$ cat src/rtl/fifo_tx_pkg.sv
// Shared definitions for the FIFO-draining serial transmitter:
// FSM state encodings, the state enum and the counter width helper.
package fifo_tx_pkg;

  // Legacy-compatible state encodings; the enum below is built from them.
  localparam logic [2:0] ST_IDLE   = 3'd0;
  localparam logic [2:0] ST_FETCH  = 3'd1;
  localparam logic [2:0] ST_LOAD   = 3'd2;
  localparam logic [2:0] ST_START  = 3'd3;
  localparam logic [2:0] ST_DATA   = 3'd4;
  localparam logic [2:0] ST_PARITY = 3'd5;
  localparam logic [2:0] ST_STOP   = 3'd6;

  typedef enum logic [2:0] {
    S_IDLE   = ST_IDLE,
    S_FETCH  = ST_FETCH,
    S_LOAD   = ST_LOAD,
    S_START  = ST_START,
    S_DATA   = ST_DATA,
    S_PARITY = ST_PARITY,
    S_STOP   = ST_STOP
  } state_e;

  // Bits needed to hold 0..n-1; never narrower than one bit.
  function automatic int cnt_width(input int n);
    return (n < 2) ? 1 : $clog2(n);
  endfunction

endpackage

$ cat src/rtl/fifo_tx_bit_timer.sv
// Bit-period timer: free-running 0..CLKS_PER_BIT-1 counter with a
// synchronous clear; tick marks the last cycle of each bit period.
module fifo_tx_bit_timer #(
  parameter int CLKS_PER_BIT = 16,
  parameter int TMR_W        = 4
) (
  input  logic clk,
  input  logic rst_n,
  input  logic clr,
  output logic tick
);

  localparam logic [TMR_W-1:0] LAST = TMR_W'(CLKS_PER_BIT - 1);

  logic [TMR_W-1:0] cnt_reg;

  assign tick = (cnt_reg == LAST);

  // Count bit-period cycles, wrapping at the tick; clear restarts a period.
  always_ff @(posedge clk or negedge rst_n) begin
    if (!rst_n) begin
      cnt_reg <= '0;
    end else if (clr || tick) begin
      cnt_reg <= '0;
    end else begin
      cnt_reg <= cnt_reg + 1'b1;
    end
  end

endmodule

$ cat src/rtl/fifo_tx_drain.sv
// FIFO consumer that pops one word at a time and serialises it as an
// asynchronous frame: start, data LSB first, optional even parity, stop.
// Optional feature: define FIFO_TX_PARITY_EN to add the parity bit.
module fifo_tx_drain
  import fifo_tx_pkg::*;
#(
  parameter int WIDTH        = 8,
  parameter int CLKS_PER_BIT = 16
) (
  input  logic             i_clk,
  input  logic             i_rest,
  input  logic             i_en,
  input  logic             i_empty,
  input  logic [WIDTH-1:0] i_data,
  output logic             o_ren,
  output logic             o_tx,
  output logic             o_busy,
  output logic             o_done
);

  localparam int TMR_W = cnt_width(CLKS_PER_BIT);
  localparam int IDX_W = cnt_width(WIDTH + 1);
  localparam logic [IDX_W-1:0] LAST_IDX = IDX_W'(WIDTH - 1);

  state_e           state_reg, state_next;
  logic [WIDTH-1:0] shift_reg, shift_next;
  logic [IDX_W-1:0] idx_reg, idx_next;
  logic             tx_reg, tx_next;
  logic             ren_reg;
  logic             busy_reg;
  logic             tmr_clr;
  logic             tick;
`ifdef FIFO_TX_PARITY_EN
  logic             par_reg, par_next;
`endif

  fifo_tx_bit_timer #(
    .CLKS_PER_BIT (CLKS_PER_BIT),
    .TMR_W        (TMR_W)
  ) u_bit_timer (
    .clk   (i_clk),
    .rst_n (i_rest),
    .clr   (tmr_clr),
    .tick  (tick)
  );

  assign o_tx   = tx_reg;
  assign o_ren  = ren_reg;
  assign o_busy = busy_reg;
  assign o_done = (state_reg == S_STOP) && tick;

  // Next-state, datapath and next line value; the line value is derived
  // from the state being entered so o_tx can be registered.
  always_comb begin
    state_next = state_reg;
    shift_next = shift_reg;
    idx_next   = idx_reg;
    tmr_clr    = 1'b0;
    tx_next    = 1'b1;
`ifdef FIFO_TX_PARITY_EN
    par_next   = par_reg;
`endif
    case (state_reg)
      S_IDLE: begin
        tmr_clr = 1'b1;
        if (i_en && !i_empty) begin
          state_next = S_FETCH;
        end
      end
      S_FETCH: begin
        tmr_clr    = 1'b1;
        state_next = S_LOAD;
      end
      S_LOAD: begin
        tmr_clr    = 1'b1;
        shift_next = i_data;
        idx_next   = '0;
`ifdef FIFO_TX_PARITY_EN
        par_next   = ^i_data;
`endif
        state_next = S_START;
      end
      S_START: begin
        if (tick) begin
          state_next = S_DATA;
        end
      end
      S_DATA: begin
        if (tick) begin
          shift_next = shift_reg >> 1;
          if (idx_reg == LAST_IDX) begin
            idx_next = '0;
`ifdef FIFO_TX_PARITY_EN
            state_next = S_PARITY;
`else
            state_next = S_STOP;
`endif
          end else begin
            idx_next = idx_reg + 1'b1;
          end
        end
      end
`ifdef FIFO_TX_PARITY_EN
      S_PARITY: begin
        if (tick) begin
          state_next = S_STOP;
        end
      end
`endif
      S_STOP: begin
        if (tick) begin
          state_next = S_IDLE;
        end
      end
      default: begin
        state_next = S_IDLE;
      end
    endcase

    case (state_next)
      S_START:  tx_next = 1'b0;
      S_DATA:   tx_next = shift_next[0];
`ifdef FIFO_TX_PARITY_EN
      S_PARITY: tx_next = par_next;
`endif
      default:  tx_next = 1'b1;
    endcase
  end

  // State and registered outputs; reset abandons any frame in flight.
  always_ff @(posedge i_clk or negedge i_rest) begin
    if (!i_rest) begin
      state_reg <= S_IDLE;
      shift_reg <= '0;
      idx_reg   <= '0;
      tx_reg    <= 1'b1;
      ren_reg   <= 1'b0;
      busy_reg  <= 1'b0;
    end else begin
      state_reg <= state_next;
      shift_reg <= shift_next;
      idx_reg   <= idx_next;
      tx_reg    <= tx_next;
      ren_reg   <= (state_next == S_FETCH);
      busy_reg  <= (state_next != S_IDLE);
    end
  end

`ifdef FIFO_TX_PARITY_EN
  // Parity of the captured word, held for the parity bit.
  always_ff @(posedge i_clk or negedge i_rest) begin
    if (!i_rest) begin
      par_reg <= 1'b0;
    end else begin
      par_reg <= par_next;
    end
  end
`endif

endmodule

$ cat config.mk
export PLATFORM = sky130hd
export DESIGN_NAME = fifo_tx_drain
export DESIGN_NICKNAME = d
export VERILOG_FILES = /design/src/rtl/fifo_tx_pkg.sv /design/src/rtl/fifo_tx_bit_timer.sv /design/src/rtl/fifo_tx_drain.sv
export SDC_FILE = /design/constraint.sdc
export NUM_CORES = 1
export LEC_CHECK = 0
export CAP_MARGIN = 20
export CORE_UTILIZATION = 43
export DETAILED_ROUTE_END_ITERATION = 8
export GPL_TIMING_DRIVEN = 0
export HOLD_SLACK_MARGIN = 0.08
export PLACE_DENSITY = 0.69
export SLEW_MARGIN = 0
export SYNTH_ARGS = -nofsm -noshare
export SYNTH_HDL_FRONTEND = slang
export SYNTH_HIERARCHICAL = 1
export SYNTH_SLANG_ARGS = --single-unit
$ cat constraint.sdc
create_clock -name i_clk -period 3.7 [get_ports i_clk]
set_input_delay 0.74 -clock i_clk [delete_from_list [all_inputs] [get_ports i_clk]]
set_output_delay 0.74 -clock i_clk [all_outputs]
set_load 0.01 [all_outputs]
---- Word level (Yosys, flattened, before mapping) ----
Index checks and enable logic that the tools add are counted.
word-level totals
  bits in registers ....................... 22
  logic and storage cells ................. 44
  output and inout port bits .............. 4
operators by class
  eq/ne operators ......................... 11
  mux-type cells .......................... 14
  reductions and logical operators ........ 9
  add/subtract/negate cells ............... 2
operators by type and width
  operator                                             count
  one-hot mux 3 bit (6 select lines)                   1
  one-hot mux 8 bit (2 select lines)                   1
  2-to-1 mux 3 bit                                     5
  2-to-1 mux 4 bit                                     3
  equality test 3 x 2 -> 1 bit, second input constant  3
  equality test 3 bit, second input constant           3
  adder 4 x 1 -> 4 bit, second input constant          2
  2-to-1 mux 8 bit                                     1
  one-hot mux 4 bit (2 select lines)                   1
  equality test 3 x 1 -> 1 bit, second input constant  2
  equality test 4 x 3 -> 1 bit, second input constant  1
  equality test 4 bit, second input constant           1
  zero test 3 bit                                      1
  nonzero test 3 bit                                   1
  OR reduction 3 bit                                   1
  logical AND 1 bit                                    2
  != test 2 bit, second input constant                 1
  one-hot mux 1 bit (2 select lines)                   1
  AND reduction 2 bit                                  1
  nonzero test 2 bit                                   1
  zero test 1 bit                                      1
  logical OR 1 bit                                     1
  2-to-1 mux 1 bit                                     1

---- Longest topological paths before layout ----
  depth after elaboration ................. 6
  depth in mapped cells ................... 6

---- Modules after synthesis ----
The synthesis kept the hierarchy.
modules (own cells, without submodules)
  module             area an instance (µm²)  cells each  seq. area each (µm²)  times used
  fifo_tx_drain      1004.7                  94          451.7                 1
  fifo_tx_bit_timer  171.4                   13          100.1                 1

---- Worst setup path after synthesis ----
Ideal clock, no wire load.
  path kind ............................... register -> output
  start ................................... register u_bit_timer.cnt_reg[0]
  end ..................................... output o_done
  buffers on the path ..................... 1
  path slack .............................. 1.591 ns
  stages on the path, launching flop included .. 6
  required time ........................... 2.960 ns
  data arrival time ....................... 1.369 ns
  cells stage by stage .................... dfrtp_1 -> ha_1 -> and3_4 -> buf_2 -> nand2_1 -> nor3b_1
between the ends
  longest elaborated chain between the ends .. 2
RTL lines
  item                    RTL line                 text
  start, declared         fifo_tx_bit_timer.sv:15  logic [TMR_W-1:0] cnt_reg;
  start signal, assigned  fifo_tx_bit_timer.sv:26  cnt_reg <= cnt_reg + 1'b1;
  equality test 4 bit     fifo_tx_bit_timer.sv:17  assign tick = (cnt_reg == LAST);
  via tick                fifo_tx_drain.sv:32      logic tick;
  logical AND 1 bit       fifo_tx_drain.sv:50      assign o_done = (state_reg == S_STOP) && tick;
  end, declared           fifo_tx_drain.sv:18      output logic o_done
The timed path passes the listed nets, and every way through them passes these cells.

---- Worst setup path after layout ----
Same ends and word-level chain as after synthesis.

==> flow_metrics.tcl <==
set metrics [dict create \
    layout-drive-gt1-share 0.175 \
    hold_depth 1 \
    cp-startpoint "u_bit_timer/cnt_reg[0]" \
    overflow 0 \
    area_delta_synth_final_pct 19.0 \
    grt_pass1_wl_mm 3.91 \
    clkLatencyLatePin_ns 0.30 \
    dieHeight_um 54.3 \
    syn_avg_cell_area_um2 11.0 \
    reg2reg_slack_ns 1.95 \
    worstPathArrival_ns 2.27 \
    yosysTopAreaCell "dfrtp_1" \
    viasPerCell 5.86 \
    dieArea_mm2 0.00295 \
    grt.total_usage 0.187 \
    yosysSeqAreaShare 0.469 \
    setup_viol 0 \
    holdPathEnd "shift_reg[4]" \
    maxCapViolCount 0 \
    synth_top_area_frac 0.447 \
    finalNetCount 141 \
    finalHoldViolCount 0 \
    tns_ns 0 \
    num_rows 18 \
    yosys-top-cells-count "dfrtp_1, a21o_1, a22o_1" \
    synth_area_mm2 0.00118 \
    ant_nets 0 \
    cts.sinks 22 \
    antenna_found_initial 0 \
    syn_inst 107 \
    nFillCells 227 \
    ioPinCount 16 \
    cts_resized 0 \
    synth-edff-count 0 \
    yosysWarnings 6 \
    min_path_type "flip-flop to flip-flop" \
    synth_flop_cell "dfrtp_1" \
    worstReg2RegEnd "shift_reg[7]" \
    drc 0 \
    die_x_um 54.3 \
    crit_type "flip-flop to primary output" \
    finClkSkew_ns 0.00829 \
    tritoncts "built" \
    dr.first_iter.drc_count 30 \
    start_util 0.466 \
    cp_max_fo 10 \
    grt_max_degree 23 \
    grt_pass1_vias 862 \
    outcome "completed" \
    ys_seq_elements 22 \
    finalCriticalPeriod_ns 3.01 \
    worstReg2RegStart "u_bit_timer/cnt_reg[0]" \
    power_mw 0.882 \
    cts_buffers 3 \
    yosys-top-cells-area "dfrtp_1, a22o_1, a21o_1" \
    gp_congestion 0.847 \
    clock-root-buffer "clkbuf_4" \
    cts_buffer_depth 2 \
    fmax_mhz 332 \
    largest_reg_flops 8 \
    synth.net_count 121 \
    holdCritStartpoint "shift_reg[4]" \
    portBuffers 15 \
    vias 914 \
    synthArstFlopShare 1.00 \
    routedWlPerCell_um 14.9 \
    post_cts_buffers 0 \
    worst_slew_pin_slew_ns 0.949 \
    rr_worst_depth 6 \
    routed_wirelength_mm 2.32 \
    dp_hpwl_mm 1.68 \
    required_ns 2.96 \
    rsz0062_at_grt "no" \
    yosysMostFrequentCell "dfrtp_1" \
    endpoint_kind "primary output" \
    finalMaxSlewViolations 0 \
    ctsHoldBuffers 0 \
    p_per_area_mw_per_mm2 630 \
    p_leak_nw 0.580 \
    core-area_mm2 0.00252 \
    antenna_cells 0 \
    period_share 0.814 \
    path_clk_slew_ns 0.12 \
    synthDistinctLibCells 46 \
    irDropWorstVdd_uv 402 \
    relSlewSlack 0.365 \
    htree_levels 1 \
    drt_pass1_iterations 4 \
    critPathLaunchType "flip-flop" \
]
-- worst max path at each step --
| stage | cells after the start | to | slack [ns] |
|---|---|---|---|
| 2_1_floorplan | 5 | o_done | 1.59 |
| 3_3_place_gp | 6 | o_done | 1.08 |
| 3_5_place_dp | 6 | o_done | 1.06 |
| 4_1_cts | 6 | o_done | 0.69 |
| 5_1_grt | 6 | o_done | 0.59 |
| 6_report | 6 | o_done | 0.69 |
-- through the flow --
stage	std cells	area, µm²	hold slack (ns)	setup slack (ns)	utilization
6_report	156	1400	0.493	0.689	0.555
5_1_grt	156	1400	0.526	0.586	0.555
4_1_cts	156	1400	0.497	0.694	0.555
3_5_place_dp	152	1360	0.471	1.06	0.541
3_3_place_gp	152	1360	0.462	1.08	0.541
2_1_floorplan	107	1180	0.444	1.59	-
-- area by class of cell --
type | count | area (µm²) | share of cell area
tap | 30 | 37.5 | 0.0268
timing repair buffer | 15 | 150 | 0.107
clock buffer | 4 | 36.3 | 0.0259
buffer | 8 | 50.0 | 0.0357
inverter | 1 | 3.75 | 0.00268
multi-input combinational | 76 | 571 | 0.408
sequential | 22 | 552 | 0.394
-- metal layers --
metal | part of all wire | vias to the layer above | track usage | wire length (µm)
met5 | 0 | - | 0 | 0
met3 | 0.047 | 2 | 0.0333 | 109
met2 | 0.48 | 26 | 0.309 | 1120
met1 | 0.46 | 440 | 0.248 | 1080
li1 | - | 446 | - | -
met4 | 0.0069 | 0 | 0.0556 | 16
-- logic make-up after synthesis --
group                    count (synthesis)  share of synthesized area
flip-flops                              22                      0.469
adder cells (fa/ha/maj)                  3                     0.0298
AND/OR/NAND/NOR                         35                      0.209
buffers and inverters                    9                     0.0457
AO/OA/AOI/OAI                           37                      0.239
XOR/XNOR                                 1                    0.00745
-- worst max-delay path, stage by stage (launching register included) --
cell and delay, ns:
dfrtp_1 0.42, ha_1 0.23, and3_4 0.25, buf_2 0.22, nand2_1 0.10, nor3b_1 0.18
clkdlybuf4s50_1 0.56
-- cell usage in the layout (no fill, tap or decap), types with 3 or more instances in the layout --
master,count
a22o_1,6
dfrtp_1,21
a21oi_1,4
nand2_1,5
clkdlybuf4s50_1,15
nor3_1,3
clkbuf_4,3
nand3_1,5
a21o_1,6
nor2_1,3
buf_2,4
o21ai_1,4
-- report_power, final --
group / internal (mW) / total (mW) / switching [mW]
sequential: 0.325 / 0.378 / 0.0527
combinational: 0.183 / 0.375 / 0.192
clock: 0.0600 / 0.129 / 0.0693
total: 0.568 / 0.882 / 0.314
(Power assumes the default switching activity.)
